<file path="config.mk">
export PLATFORM = sky130hd
export DESIGN_NAME = uart_tx
export DESIGN_NICKNAME = d
export VERILOG_FILES = /design/src/rtl/uart_tx.sv
export SDC_FILE = /design/constraint.sdc
export NUM_CORES = 1
export LEC_CHECK = 0
export CORE_MARGIN = 8
export CORE_UTILIZATION = 52
export DETAILED_ROUTE_END_ITERATION = 8
export PLACE_DENSITY_LB_ADDON = 0.25
export RECOVER_POWER = 25
export SYNTH_ARGS = -nofsm -noshare
export SYNTH_HDL_FRONTEND = slang
export SYNTH_SLANG_ARGS = --single-unit
</file>
<file path="constraint.sdc">
create_clock -name clk -period 2 [get_ports clk]
set_input_delay 0.4 -clock clk [delete_from_list [all_inputs] [get_ports clk]]
set_output_delay 0.4 -clock clk [all_outputs]
set_load 0.01 [all_outputs]
</file>
<file path="src/rtl/uart_tx.sv">
// uart_tx: 8N1 UART transmitter with a one-byte holding register.
// Define UART_TX_PARITY_EN for an 8E1 frame (even parity before stop).
module uart_tx #(
    parameter int BAUD_DIV = 2604
) (
    input  logic       clk,
    input  logic       rst,
    input  logic       trmt,
    input  logic [7:0] tx_data,
    input  logic       clr_done,
    output logic       TX,
    output logic       tx_done,
    output logic       busy,
    output logic       hold_full
);

`ifdef UART_TX_PARITY_EN
    localparam int FRAME_BITS = 11;
`else
    localparam int FRAME_BITS = 10;
`endif
    localparam int CW = $clog2(BAUD_DIV);
    localparam logic [CW-1:0] BAUD_TERM = CW'(BAUD_DIV - 1);
    localparam logic [3:0] LAST_BIT = 4'(FRAME_BITS - 1);

    typedef enum logic {
        IDLE,
        TRANSMIT
    } state_t;

    state_t                state;
    logic [FRAME_BITS-1:0] shift_reg;
    logic [CW-1:0]         baud_cnt;
    logic [3:0]            bit_cnt;
    logic [7:0]            hold_data;
    logic                  baud_tick;
    logic                  frame_end;
    logic                  hold_take;

    function automatic logic [FRAME_BITS-1:0] frame(
        input logic [7:0] d
    );
`ifdef UART_TX_PARITY_EN
        return {1'b1, ^d, d, 1'b0};
`else
        return {1'b1, d, 1'b0};
`endif
    endfunction

    assign baud_tick = (state == TRANSMIT) &&
                       (baud_cnt == BAUD_TERM);
    assign frame_end = baud_tick && (bit_cnt == LAST_BIT);

    // A request landing on an empty-hold frame end restarts directly.
    assign hold_take = trmt && (state == TRANSMIT) &&
                       !hold_full && !frame_end;

    always_ff @(posedge clk or posedge rst) begin
        if (rst) begin
            state     <= IDLE;
            shift_reg <= '0;
            baud_cnt  <= '0;
            bit_cnt   <= '0;
            hold_data <= '0;
            hold_full <= 1'b0;
            busy      <= 1'b0;
            tx_done   <= 1'b0;
            TX        <= 1'b1;
        end else begin
            if (clr_done) begin
                tx_done <= 1'b0;
            end
            if (hold_take) begin
                hold_data <= tx_data;
                hold_full <= 1'b1;
            end
            unique case (state)
                IDLE: begin
                    if (trmt) begin
                        state     <= TRANSMIT;
                        busy      <= 1'b1;
                        tx_done   <= 1'b0;
                        shift_reg <= frame(tx_data);
                        TX        <= 1'b0;
                        baud_cnt  <= '0;
                        bit_cnt   <= '0;
                    end
                end
                TRANSMIT: begin
                    if (!baud_tick) begin
                        baud_cnt <= baud_cnt + CW'(1);
                        TX       <= shift_reg[0];
                    end else if (!frame_end) begin
                        baud_cnt  <= '0;
                        bit_cnt   <= bit_cnt + 4'd1;
                        shift_reg <= {1'b1,
                                      shift_reg[FRAME_BITS-1:1]};
                        TX        <= shift_reg[1];
                    end else begin
                        baud_cnt <= '0;
                        bit_cnt  <= '0;
                        if (hold_full) begin
                            shift_reg <= frame(hold_data);
                            hold_full <= 1'b0;
                            TX        <= 1'b0;
                        end else if (trmt) begin
                            shift_reg <= frame(tx_data);
                            TX        <= 1'b0;
                        end else begin
                            state   <= IDLE;
                            busy    <= 1'b0;
                            tx_done <= 1'b1;
                            TX      <= 1'b1;
                        end
                    end
                end
                default: begin
                    state <= IDLE;
                end
            endcase
        end
    end

endmodule

</file>
==> run_results.csv <==
group,metric,value,unit
status,outcome,"complete, no violations",
routing,vias,1798,
sta,hold_viol,0,
synthesis,ys_types,44,
synthesis,netlist_instances,216,
power,p_leak,1.13,nW
clock_network,postCtsSetupBuffers,0,
sta,min_period,1.93,ns
cells_and_area,seq_area,977,um^2
die,fp.dieW,79.6,um
synthesis,syn-mean-instance-area,9.73,um^2
global_routing,grt_pass1_vias,1736,
setup_path,startpoint_type,"flip-flop",
place,placed_cells,293,
cells_and_area,final_cell_mix,"dfrtp_1, nand2_1, buf_4, o21ai_0, clkdlybuf4s50_1",
sta,maxSlewHeadroom,0.366,
run,cap_violations,0,
cells_and_area,layout_commonest_cell,"dfrtp_1",
global_routing,grt_usage,0.165,
die,die_area,0.00633,mm^2
global_routing,antenna_found_initial,0,
synthesis,netlist_area,0.00210,mm^2
clock_network,cts_root_buf,"clkbuf_8",
cells_and_area,largest_register_ffs,12,
global_routing,gr-total-overflow,0,
cells_and_area,diodes,0,
cells_and_area,num-fill-cells,331,
routing,viasPerCell,5.99,
routing,drtPass1Iterations,4,
routing,drt_iter0_markers,129,
die,core_region_area,0.00394,mm^2
clock_network,clock-sinks,39,
routing,drc,0,
routing,wl_per_cell,16.3,um
cells_and_area,fin_cells,300,
place,gp_congestion,0.844,
setup_path,crit_path_max_fanout,8,
die,ios,16,
power,ir_drop,0.000420,V
place,portBuffers,15,
setup_path,path_class,"reg2reg",
synthesis,seq_area_frac_synth,0.465,
clock_network,cts_max_path_buffers,2,
synthesis,ys.flop_type,"dfrtp_1",
routing,drt-total-wl,4.90,mm
cells_and_area,area_growth_syn_to_layout,21.0,%
synthesis,synth-seq-cells,39,
clock_network,cts_buffers,5,
sta,fmax,0.519,GHz
synthesis,async_flop_share,1.00,
clock_network,clk-insertion-delay-late,0.30,ns
synthesis,syn_nets,231,
cells_and_area,fin_nets,265,
power,power.density,572,mW/mm^2
setup_path,worstPathArrival,2.11,ns
routing,drtAntennaViolNets,0,
sta,period_share,0.964,
setup_path,crit_required,2.19,ns
sta,rsz0062_at_grt,"no",
setup_path,end_kind,"flip-flop",
min_path,min_path_type,"reg2reg",
synthesis,synth_edf_count,0,
die,die_height,79.6,um
cells_and_area,drive_gt1_frac,0.204,
clock_network,postCtsHoldBufs,0,
global_routing,grt_pass1_wl,8.23,mm
synthesis,ys.warnings.count,0,
sta,worst_pin_slew,0.951,ns
cells_and_area,multi_input_area,0.00108,mm^2
sta,setup_viol,0,
die,initial_utilization,0.533,
sta,hold_slack,0.476,ns
power,power,1.46,mW
global_routing,grt_max_degree,40,
clock_network,cts_tree,"done",
clock_network,clk_pin_slew_worst_paths,0.07,ns
place,dp_hpwl,3.49,mm
sta,final_max_slew_viol_count,0,
sta,skew,0.00376,ns
clock_network,h-tree-depth,2,
die,rows,23,
## synthesized netlist by cell type (all sizes together), types with 2 or more instances
master  number  area, um^2
ha           3        37.5
a31oi        2        12.5
inv          5        18.8
o22ai       10        62.6
clkbuf       8        30.0
o21ai       18        90.1
or3          5        36.3
nand3        7        35.0
a21oi        7        35.0
a22o         2        17.5
o31ai        2        20.0
or4          2        15.0
o211ai       2        15.0
nand4        6        37.5
nor4         3        33.8
nor4b        2        17.5
a221o        8        80.1
nor2         9        36.3
buf          3        13.8
mux2i        9        90.1
nand2       36         135
nor3         6        46.3
mux2         9         101
xnor2        2        17.5
dfrtp       38         951
## worst paths after layout
check	start	to	slack [ns]	depth (start not counted)
worst min-delay path	shift_reg[9]	shift_reg[9]	0.48	1
worst max-delay path	baud_cnt[10]	hold_data[2]	0.07	4
min in group asynchronous	rst	hold_data[7]	0.83	3
max in group asynchronous	rst	bit_cnt[1]	0.57	3
worst max register to register	baud_cnt[10]	hold_data[2]	0.07	4
worst min register to register	shift_reg[9]	shift_reg[9]	0.48	1
## per-layer routing
layer,global-route usage,vias up,wire length [um],part of all wire
met4,0.0759,0,91,0.019
met3,0.0383,9,210,0.043
met2,0.254,44,2310,0.47
met1,0.214,873,2290,0.47
li1,-,872,-,-
met5,0,-,0,0
## what timing repair did
item | 4_1_cts | 5_1_grt
setup endpoints to repair | 8 | 16
pin swaps | 0 | 0
resized for setup | 1 | 2
## report_power, final
group / internal (mW) / switching [mW] / total [mW]
logic: 0.0473 / 0.0453 / 0.0926
registers: 0.808 / 0.00924 / 0.817
clock network: 0.271 / 0.275 / 0.545
total: 1.13 / 0.330 / 1.46
## cells by family (layout without fill, tap and decap cells)
kind of cell               after synthesis  in the layout  synth area share
DFF                                     39             39             0.465
and+or+nand+nor                         82             82             0.210
muxes                                   18             18            0.0911
adders and majority gates                3              3            0.0179
xor gates and xnor gates                 2              2           0.00833
AOI/OAI and AO/OA                       56             56             0.178
buffers and inverters                   16             50            0.0298
## critical path, cell delays in order (launching register included)
cell     delay (ns)
dfrtp_1        0.44
or4b_4         0.59
nor4_4         0.36
nor3_4         0.13
mux2_2         0.29
## final cells by class
cell class / instances / share of cell area
Inverter: 5 / 0.00738
Timing Repair Buffer: 38 / 0.126
Sequential cell: 39 / 0.384
Clock buffer: 6 / 0.0325
Multi-Input combinational cell: 161 / 0.424
Clock inverter: 1 / 0.00197
Tap cell: 50 / 0.0246
## per-stage QoR
stage / worst slack [ns] / utilization / setup TNS (ns) / area [um^2]
after floorplan: 0.0670 / - / 0 / 2100
after global placement: -0.0174 / 0.623 / -0.0705 / 2460
after detailed placement: -0.112 / 0.623 / -0.772 / 2460
after CTS: 0.0438 / 0.646 / 0 / 2550
after global routing: 0.00986 / 0.645 / 0 / 2540
final: 0.0720 / 0.645 / 0 / 2540
Note: power is estimated with default switching activity, not from simulation.
